`src/rtl/jtframe_st_arbiter_if.sv`:
```
// jtframe_st_arbiter_if: one requester port of the status read arbiter.
interface jtframe_st_arbiter_if;
    logic       req;
    logic [7:0] addr;
    logic       ack;
    logic [7:0] dout;
    modport master (output req, addr, input ack, dout);
    modport slave  (input req, addr, output ack, dout);
endinterface

```
`src/rtl/jtframe_st_arbiter.sv`:
```
// jtframe_st_arbiter: round-robin sharing of the system-info status read port
// between the OSD viewer (port a) and the host register reader (port b).
module jtframe_st_arbiter #(
    parameter int         LAT       = 2,
    parameter logic [7:0] IDLE_ADDR = 8'h00
) (
    input  logic                clk,
    input  logic                rst_n,
    jtframe_st_arbiter_if.slave a,
    jtframe_st_arbiter_if.slave b,
    output logic [7:0]          st_addr,
    input  logic [7:0]          st_dout
);
    typedef enum logic [1:0] {IDLE, SETUP, WAIT, DONE} state_t;
    state_t     state_q, state_d;
    logic       gnt_q, gnt_d, last_q, last_d;
    logic       a_ack_q, a_ack_d, b_ack_q, b_ack_d;
    logic [2:0] wcnt_q, wcnt_d;
    logic [7:0] addr_q, addr_d, st_addr_q, st_addr_d;
    logic [7:0] a_dout_q, a_dout_d, b_dout_q, b_dout_d;

    always_comb begin
        state_d   = state_q;
        gnt_d     = gnt_q;
        last_d    = last_q;
        addr_d    = addr_q;
        st_addr_d = st_addr_q;
        wcnt_d    = wcnt_q;
        a_dout_d  = a_dout_q;
        b_dout_d  = b_dout_q;
        a_ack_d   = 1'b0;
        b_ack_d   = 1'b0;
        case (state_q)
            IDLE: if (a.req || b.req) begin
                // on a tie the port that was not served last wins
                gnt_d   = b.req && (!a.req || !last_q);
                addr_d  = gnt_d ? b.addr : a.addr;
                state_d = SETUP;
            end
            SETUP: begin
                st_addr_d = addr_q;
                wcnt_d    = 3'(LAT - 1);
                state_d   = WAIT;
            end
            WAIT: begin
                wcnt_d = wcnt_q == 3'd0 ? wcnt_q : wcnt_q - 3'd1;
                if (wcnt_q == 3'd0) begin
                    a_dout_d = gnt_q ? a_dout_q : st_dout;
                    b_dout_d = gnt_q ? st_dout : b_dout_q;
                    state_d  = DONE;
                end
            end
            default: begin
                // an aborted requester still gets its dout refreshed, just no ack
                a_ack_d   = !gnt_q && a.req;
                b_ack_d   = gnt_q && b.req;
                last_d    = gnt_q;
                st_addr_d = IDLE_ADDR;
                state_d   = IDLE;
            end
        endcase
    end

    always_ff @(posedge clk or negedge rst_n) begin
        if (!rst_n) begin
            state_q   <= IDLE;
            gnt_q     <= 1'b0;
            last_q    <= 1'b0;
            addr_q    <= 8'h00;
            st_addr_q <= IDLE_ADDR;
            wcnt_q    <= 3'd0;
            a_dout_q  <= 8'h00;
            b_dout_q  <= 8'h00;
            a_ack_q   <= 1'b0;
            b_ack_q   <= 1'b0;
        end else begin
            state_q   <= state_d;
            gnt_q     <= gnt_d;
            last_q    <= last_d;
            addr_q    <= addr_d;
            st_addr_q <= st_addr_d;
            wcnt_q    <= wcnt_d;
            a_dout_q  <= a_dout_d;
            b_dout_q  <= b_dout_d;
            a_ack_q   <= a_ack_d;
            b_ack_q   <= b_ack_d;
        end
    end

    assign st_addr = st_addr_q;
    assign a.ack   = a_ack_q;
    assign a.dout  = a_dout_q;
    assign b.ack   = b_ack_q;
    assign b.dout  = b_dout_q;
endmodule

```
`src/flat_wrapper.sv`:
```
// flat-port wrapper written by rule: the top's interface ports become plain ports
module jtframe_st_arbiter_flat 
#(
    parameter int         LAT       = 2,
    parameter logic [7:0] IDLE_ADDR = 8'h00
)
  (clk, rst_n, st_addr, st_dout, a_req, a_addr, a_ack, a_dout, b_req, b_addr, b_ack, b_dout);
  jtframe_st_arbiter_if a_i ();
  jtframe_st_arbiter_if b_i ();
  input  logic clk;
  input  logic rst_n;
  output logic [7:0] st_addr;
  input  logic [7:0] st_dout;
  input wire logic [$bits(a_i.req)-1:0] a_req;
  input wire logic [$bits(a_i.addr)-1:0] a_addr;
  output wire logic [$bits(a_i.ack)-1:0] a_ack;
  output wire logic [$bits(a_i.dout)-1:0] a_dout;
  input wire logic [$bits(b_i.req)-1:0] b_req;
  input wire logic [$bits(b_i.addr)-1:0] b_addr;
  output wire logic [$bits(b_i.ack)-1:0] b_ack;
  output wire logic [$bits(b_i.dout)-1:0] b_dout;
  assign a_i.req = a_req;
  assign a_i.addr = a_addr;
  assign a_ack = a_i.ack;
  assign a_dout = a_i.dout;
  assign b_i.req = b_req;
  assign b_i.addr = b_addr;
  assign b_ack = b_i.ack;
  assign b_dout = b_i.dout;
  jtframe_st_arbiter #(.LAT(LAT), .IDLE_ADDR(IDLE_ADDR)) u_core (.clk(clk), .rst_n(rst_n), .a(a_i), .b(b_i), .st_addr(st_addr), .st_dout(st_dout));
endmodule
```
`config.mk`:
```
export PLATFORM = sky130hd
export DESIGN_NAME = jtframe_st_arbiter_flat
export DESIGN_NICKNAME = d
export VERILOG_FILES = /design/src/rtl/jtframe_st_arbiter_if.sv /design/src/rtl/jtframe_st_arbiter.sv /design/src/flat_wrapper.sv
export SDC_FILE = /design/constraint.sdc
export NUM_CORES = 1
export LEC_CHECK = 0
export CORE_ASPECT_RATIO = 0.9
export CORE_UTILIZATION = 30
export DETAILED_ROUTE_END_ITERATION = 12
export PLACE_DENSITY = 0.61
export RECOVER_POWER = 50
export SETUP_SLACK_MARGIN = 0.2
export SYNTH_ARGS = -nofsm -noshare
export SYNTH_HDL_FRONTEND = slang
export SYNTH_SLANG_ARGS = --single-unit
```
`constraint.sdc`:
```
create_clock -name clk -period 1.7 [get_ports clk]
set_clock_uncertainty 0.15 [all_clocks]
set_input_delay 0.34 -clock clk [delete_from_list [all_inputs] [get_ports clk]]
set_output_delay 0.34 -clock clk [all_outputs]
set_load 0.02 [all_outputs]
```
# [Word-level counts from Yosys, hierarchy flattened]
# Cells that the tools add are included.
[totals] register_bits=41 latchBits=0 ramBits=0 mem_bits_ro=0 out_inout_bits=26 mem_count=0
[classes] add_sub_neg=1 mul=0 div=0 order_cmp=0 n_eq_ne=5 shift=0 mux=9 bitwise_logic=1 reduce_logical=18
[ops] operator="$pmux W8 S2" count=1
[ops] operator="$mux W8" count=1
[ops] operator="$pmux W2 S3" count=1
[ops] operator="$pmux W3 S2" count=1
[ops] operator="$reduce_and A2 Y1" count=3
[ops] operator="$reduce_and A3 Y1" count=2
[ops] operator="$mux W2" count=2
[ops] operator="$ne A2 B1 Y1 const B" count=2
[ops] operator="$logic_and A1 B1 Y1" count=3
[ops] operator="$logic_not A1 Y1" count=3
[ops] operator="$logic_not A3 Y1" count=1
[ops] operator="$mux W3" count=1
[ops] operator="$reduce_or A3 Y1" count=1
[ops] operator="$sub A3 B1 Y3 const B" count=1
[ops] operator="$eq A2 B1 Y1 const B" count=1
[ops] operator="$eq A2 B2 Y1 const B" count=1
[ops] operator="$logic_not A2 Y1" count=1
[ops] operator="$logic_or A1 B1 Y1" count=2
[ops] operator="$mux W1" count=2
[ops] operator="$ne A2 B2 Y1 const B" count=1
[ops] operator="$reduce_bool A2 Y1" count=1
[ops] operator="$reduce_or A2 Y1" count=1
[ops] operator="$not A1 Y1" count=1

# [Logic depth before layout (Yosys ltp)]
[depth] ltp_word=4 mapped_depth=7

# [Worst setup path after synthesis]
# OpenSTA, ideal clock, no wires.
[synth_timing] kind="reg2reg" start="reg u_core.state_q[0]" end="reg u_core.a_dout_q[0], in the netlist u_core.a.dout[0]" arrival_ns=1.485 required_time_ns=1.425 setup_slack_ns=-0.060 path_stages_with_launch=7 path_buffers=1 path_cell_list="dfrtp_1 > inv_1 > ha_1 > and3b_4 > nor2b_4 > buf_6 > mux2_4"
[synth_between] elab_chain_len=2
[synth_rtl] item="from (decl)" line_no="jtframe_st_arbiter.sv:15" rtl="state_t state_q, state_d;"
[synth_rtl] item="from (signal assigned)" line_no="jtframe_st_arbiter.sv:77" rtl="state_q <= state_d;"
[synth_rtl] item="$eq A2 B2 Y1" line_no="jtframe_st_arbiter.sv:33" rtl="case (state_q)"
[synth_rtl] item="$reduce_and A3 Y1 (no line)"
[synth_rtl] item="to (signal assigned)" line_no="jtframe_st_arbiter.sv:83" rtl="a_dout_q <= a_dout_d;"
[synth_rtl] item="to (decl)" line_no="jtframe_st_arbiter.sv:20" rtl="logic [7:0] a_dout_q, a_dout_d, b_dout_q, b_dout_d;"
# No other way between the ends.
# A chain may end at the register's enable or synchronous reset.

# [Worst setup path in the final report]
# Ends and elaborated chain as after synthesis.

==> results.yml <==
synthesis:
  yosysWarnings: 0
  ys_top_cells_by_area: "dfrtp_1, mux2_2, mux2_4"
  ys_ff_latch: 41
  syn-cell-area_um2: 1840
  syn_avg_cell_area_um2: 11.4
  ys_types: 27
  synth_fp_nets: 196
  synthCells: 161
  yosys.area.top_type: "dfrtp_1"
  yosys.area.top_type_share: 0.557
  yosysSeqAreaShare: 0.557
floorplanning:
  die_area_um2: 6460
  coreArea_um2: 5790
  io_pins: 54
  chipWidth_um: 84.6
  rows: 26
  start_util: 0.318
  die_y_um: 76.4
timing:
  fin_setup_tns_ns: 0
  setup_viol: 0
  period_share: 0.988
  fin_crit_ns: 1.68
  rsz0062_at_grt: "yes"
  finalMaxSlewViolations: 0
  max_clock_freq_mhz: 595
  worstMarginPinSlew_ns: 0.558
  setup_ws_ns: 0.0203
  finalHoldViolCount: 0
  relSlewSlack: 0.628
cts:
  htree_levels: 2
  cts_sinks: 41
  cts_tree: "done"
  cts_root_buf: "clkbuf_8"
  clkTransAtPathRegs_ns: 0.08
  clk_latency_ns: 0.29
  numCtsBuffers: 5
  cts.path.max_buffers: 2
power:
  power.leakage_nw: 1.26
  power_density_nw_per_um2: 1770
  p_sw_mw: 1.92
  internal-power_mw: 3.16
  total_power_mw: 5.08
  power_frac_seq: 0.329
  clockPowerShare: 0.122
  p_comb_frac: 0.550
  p_sw_frac: 0.379
  vdd_ir_drop_max_mv: 0.675
routing:
  wl_um: 4110
  avgViaCountPerCell: 4.50
  post_drt_wl_per_cell_um: 13.0
  first_pass_iters: 10
  drtAntennaViolNets: 0
  drc_errors: 7
  drtIter0Drc: 47
  vias: 1423
final_layout:
  n_fill_cell: 544
  area_growth_pct: 55.3
  diodes: 0
  final_cell_mix: "dfrtp_1, clkdlybuf4s50_1, nand2_1"
  finish.utilization: 0.494
  final_net_count: 280
  seq_area_um2: 1030
  multi_input_area_um2: 930
  final_common_cell: "dfrtp_1"
  drive_gt1_frac: 0.394
place:
  port_buffers: 53
  dp_worst_setup_slack_ns: -0.0756
  dp_hpwl_um: 2770
  gp_congestion: 0.743
grt:
  grt_pass1_wl_um: 6690
  grt_pass1_vias: 1380
  grt_max_degree: 42
  antenna_found_initial: 0
  grt_overflow: 0
  track_usage: 0.132
status:
  run_status: "finished, violations left"
  violations: "DRC"
worst_setup_path:
  cp_max_fo: 8
  start_kind: "flop"
  r2r_slack_ns: 0.02
  crit_type: "reg -> reg"
  endpoint_kind: "flop"
  crit_arrival_ns: 1.70
  worstPathRequired_ns: 1.72
job:
  maxCapViolCount: 0
worst_hold_path:
  worstHoldPathType: "reg -> reg"
worst paths after layout:
path,startpoint,to,cells past startpoint
worst max-delay path,u_core.state_q[0],u_core.a.dout[0],6
min in group asynchronous,rst_n,u_core.a.dout[5],3
worst min register to register,u_core.st_addr[4],u_core.st_addr[4],2
worst min-delay path,u_core.st_addr[4],u_core.st_addr[4],2
worst max register to register,u_core.state_q[0],u_core.a.dout[0],6
max in group asynchronous,rst_n,u_core.state_q[1],3
state kept, by name, summed over array words and instances (netlist names):
name,flops
u_core.a.ack,1
u_core.a.dout,8
u_core.addr_q,8
u_core.b.ack,1
u_core.b.dout,8
u_core.gnt_q,1
u_core.last_q,1
u_core.st_addr,8
u_core.state_q,2
u_core.wcnt_q,3
cells in the mapped netlist:
cell and number:
nor2_1 12, and3b_4 1, a21bo_2 1, mux2_2 11, a21boi_2 1, a21oi_1 16
or2_1 1, a22oi_1 1, nor2b_1 1, nand2_2 1, nor2b_4 1, o21ai_0 9
mux2i_1 3, inv_1 5, buf_2 3, buf_6 1, nand2b_1 3, and3_1 1
o31ai_1 1, mux2_4 8, nand2_1 27, o21a_1 1, ha_1 7, dfrtp_1 41
o21ai_2 1, clkbuf_1 2, a22o_1 1
critical path, cell delays in order, from the launching register on:
cell     delay (ns)
dfrtp_1        0.39
inv_2          0.09
ha_4           0.13
and3b_4        0.20
nor2b_4        0.16
buf_12         0.14
mux2_4         0.30
cell families (layout without fill, tap and decap cells):
kind of cell / after synthesis / after routing / share of synthesized area
AOI/OAI and AO/OA: 32 / 32 / 0.101
adders and majority gates: 7 / 7 / 0.0475
buffers and inverters: 11 / 94 / 0.0285
and+or+nand+nor: 48 / 50 / 0.117
muxes: 22 / 22 / 0.149
DFF: 41 / 41 / 0.557
per-layer routing:
layer | wire [um] | global-route usage
met5 | 0 | 0
met4 | 14 | 0.0356
met3 | 225 | 0.0347
met2 | 1850 | 0.198
met1 | 2020 | 0.189
metrics by stage:
stage                     cell area, um2  hold WS [ns]  cells
after global routing                2860         0.359    316
after floorplan                     1860        -0.106    161
after detailed placement            2590         0.179    295
after global placement              2590         0.181    295
after CTS                           2710         0.332    307
final                               2860         0.330    316
timing repair:
action                                 in CTS  in global routing
buffers inserted                            1                  8
endpoints found under the hold margin      41                  0
setup endpoints to repair                  63                 60
hold buffers                                1                  0
pin swaps                                   1                 17
cloned                                      2                  1
gates resized for setup                    44                 68
power by group through the flow:
stage	Sequential [mW]	Combinational, mW	Clock, mW
2_1_floorplan	1.94	1.09	0
3_3_place_gp	1.67	2.32	0
3_5_place_dp	1.68	2.35	0
4_1_cts	1.65	2.35	0.644
5_1_grt	1.73	3.03	0.698
6_report	1.67	2.79	0.618
area by class of cell:
| class | count | area share |
|---|---|---|
| Sequential cell | 41 | 0.359 |
| Multi-Input combinational cell | 111 | 0.325 |
| Timing Repair Buffer | 81 | 0.249 |
| Tap cell | 70 | 0.0306 |
| Clock buffer | 5 | 0.0240 |
| Inverter | 5 | 0.00656 |
| Clock inverter | 3 | 0.00612 |
Note: power is estimated with default switching activity, not from simulation.
==> RTL edit, RTL diff (same settings) <==
Encoding of `state_t`: now one-hot (4 bits for 4 states).
--- a/src/rtl/jtframe_st_arbiter.sv
+++ b/src/rtl/jtframe_st_arbiter.sv
@@ -12,5 +12,5 @@
     input  logic [7:0]          st_dout
 );
-    typedef enum logic [1:0] {IDLE, SETUP, WAIT, DONE} state_t;
+    typedef enum logic [3:0] {IDLE = 4'b0001, SETUP = 4'b0010, WAIT = 4'b0100, DONE = 4'b1000} state_t;
     state_t     state_q, state_d;
     logic       gnt_q, gnt_d, last_q, last_d;
Function: no difference found for any inputs over 10 cycles, from zero or initial values and one cycle with rst_n low; not proved beyond that.
==> RTL edit against the original RTL <==
  * The flow finishes with violations (setup timing)
  * Final area rose by 7.6%
  * Wire length rose by 12%
  * Sequential cell count rose by 2
  * Power fell by 3.1%
  * Sequential share of layout area fell by 0.91 points
  * Non-clock buffer count rose by 4
  * Setup slack got worse by 0.30 ns
  * Area after synthesis rose by 4.0%
  * Critical path type unchanged
  * Critical endpoint is now u_core.a.dout[6]
  * Largest power group unchanged
==> RTL edit: results (changes against the original RTL) <==
.. list-table::
   :header-rows: 1

   * - Metric
     - Value
   * - Status
     - complete, but fails checks
   * - Violated checks
     - setup timing
   * - Combinational cell power
     - 2.46 mW (-12%)
   * - Adder and majority gate portion of the synthesized area
     - 1.31% (-3.4 points)
   * - Master of the slowest instance on the critical path
     - sky130_fd_sc_hd__or4b_4
   * - Count of endpoints failing setup in the final report
     - 22 (+22)
   * - Hold Crit Start
     - u_core.b.dout[6]
   * - Count of cell types in the netlist
     - 38 (+41%)
   * - Met3 usage in global routing
     - 3.19% (-0.28 points)
   * - Top area cells in the synthesized netlist
     - sky130_fd_sc_hd__dfrtp_1 55%, sky130_fd_sc_hd__mux2_4 6.3%, sky130_fd_sc_hd__mux2_2 5.9%
   * - Arrival time reported for the critical path endpoint
     - 2.02 ns (+0.32 ns)
   * - Static Leakage
     - 1.37 nW (+8.9%)
   * - Drt first-iter violations
     - 57 (+21%)
   * - Sw frac
     - 35.9% (-2.0 points)
   * - PnR worst setup slack
     - -0.282 ns (-0.302 ns)
   * - Worst Tran Pin Value
     - 0.582 ns (+0.0232 ns)
   * - Clock buffers created by TritonCTS
     - 5 (unchanged)
   * - Largest delay share family, worst path
     - simple AND/OR/NAND/NOR gates
   * - Crit Path Class
     - register to register
   * - Estimated wirelength of the detail-placed design
     - 3010 um (+8.6%)
   * - Clock power frac
     - 17.2% (+5.0 points)
   * - GRT met2 Usage
     - 22.5% (+2.7 points)
   * - Global placer's final weighted congestion
     - 0.764 (+2.8%)
   * - Total iterations of the first detailed-routing run
     - 4 (-6)
   * - # nets final
     - 264 (-5.7%)
   * - Compound-Gate Fraction of Synth Area
     - 15.6% (+5.5 points)
   * - Highest ir drop seen on vdd
     - 0.607 mV (-10%)
   * - FILL cells
     - 556 (+2.2%)
   * - Leading cell types by count after synthesis
     - 42 x sky130_fd_sc_hd__dfrtp_1, 11 x sky130_fd_sc_hd__nor2_1, 10 x sky130_fd_sc_hd__mux2_2
   * - Post-placement worst setup slack
     - -0.318 ns (-0.242 ns)
   * - Global-route wire length before repair
     - 7460 um (+11%)
   * - Metal2 WL
     - 2230 um (+21%)
   * - Detailed-route wire length
     - 4580 um (+12%)
   * - Routed met1 length
     - 2120 um (+5.0%)
   * - Global routing met1 resource utilization
     - 18.9% (+0.043 points)
   * - Pin count of the biggest net entering global routing
     - 44 (+4.8%)
   * - Syn Nets
     - 181 (-7.7%)
   * - Share of synthesized area occupied by flip-flops and latches
     - 56.2% (+0.53 points)
   * - Multiplexer area fraction after synthesis
     - 12.1% (-2.7 points)
   * - Launch instance of the worst register-to-register path
     - u_core.state_q[0]
   * - Global routing usage summed across all routing layers
     - 14.3% (+1.1 points)
   * - Final-layout setup total negative slack
     - -3.96 ns (-3.96 ns)
   * - Worst hold slack across all endpoints
     - 0.368 ns (+0.0375 ns)
   * - Vias in the first global route
     - 1552 (+12%)
   * - Detail Route met3 WL
     - 154 um (-32%)
   * - Vias per Instance
     - 4.71 (+4.6%)
   * - Hold Path Stages
     - 1 (-1)
[RTL edit: changes by cell type after synthesis, sizes merged, moves of 5 or more]
cell     delta
nand2      -27
o32ai       +8
ha          -5
o21ai       -6
a21oi       -9
a2bb2oi     +8
a32oi       +8
[RTL edit: what timing repair did]
action                                  CTS  global route
endpoints found under the setup margin   64            60
pin swaps                                 3            10
endpoints found under the hold margin    42             0
hold buffers                              1             0
gates resized for setup                  76            52
setup buffers                             3             5
[RTL edit: area by class of cell]
cell class / count / area share [%]
clock inverter: 2 / 1.26
inverter: 6 / 0.731
clock buffer: 6 / 2.68
timing repair buffer: 85 / 24.2
multi-input combinational: 93 / 32.6
sequential: 43 / 35.0
tap: 87 / 3.54
[RTL edit: per-stage QoR]
stage / std cells / instance area [um^2] / power, mW
after floorplan: 151 / 1920 / 2.65
after global placement: 305 / 2690 / 3.51
after detailed placement: 305 / 2690 / 3.52
after CTS: 317 / 2980 / 4.64
after global routing: 322 / 3080 / 5.22
final: 322 / 3080 / 4.92
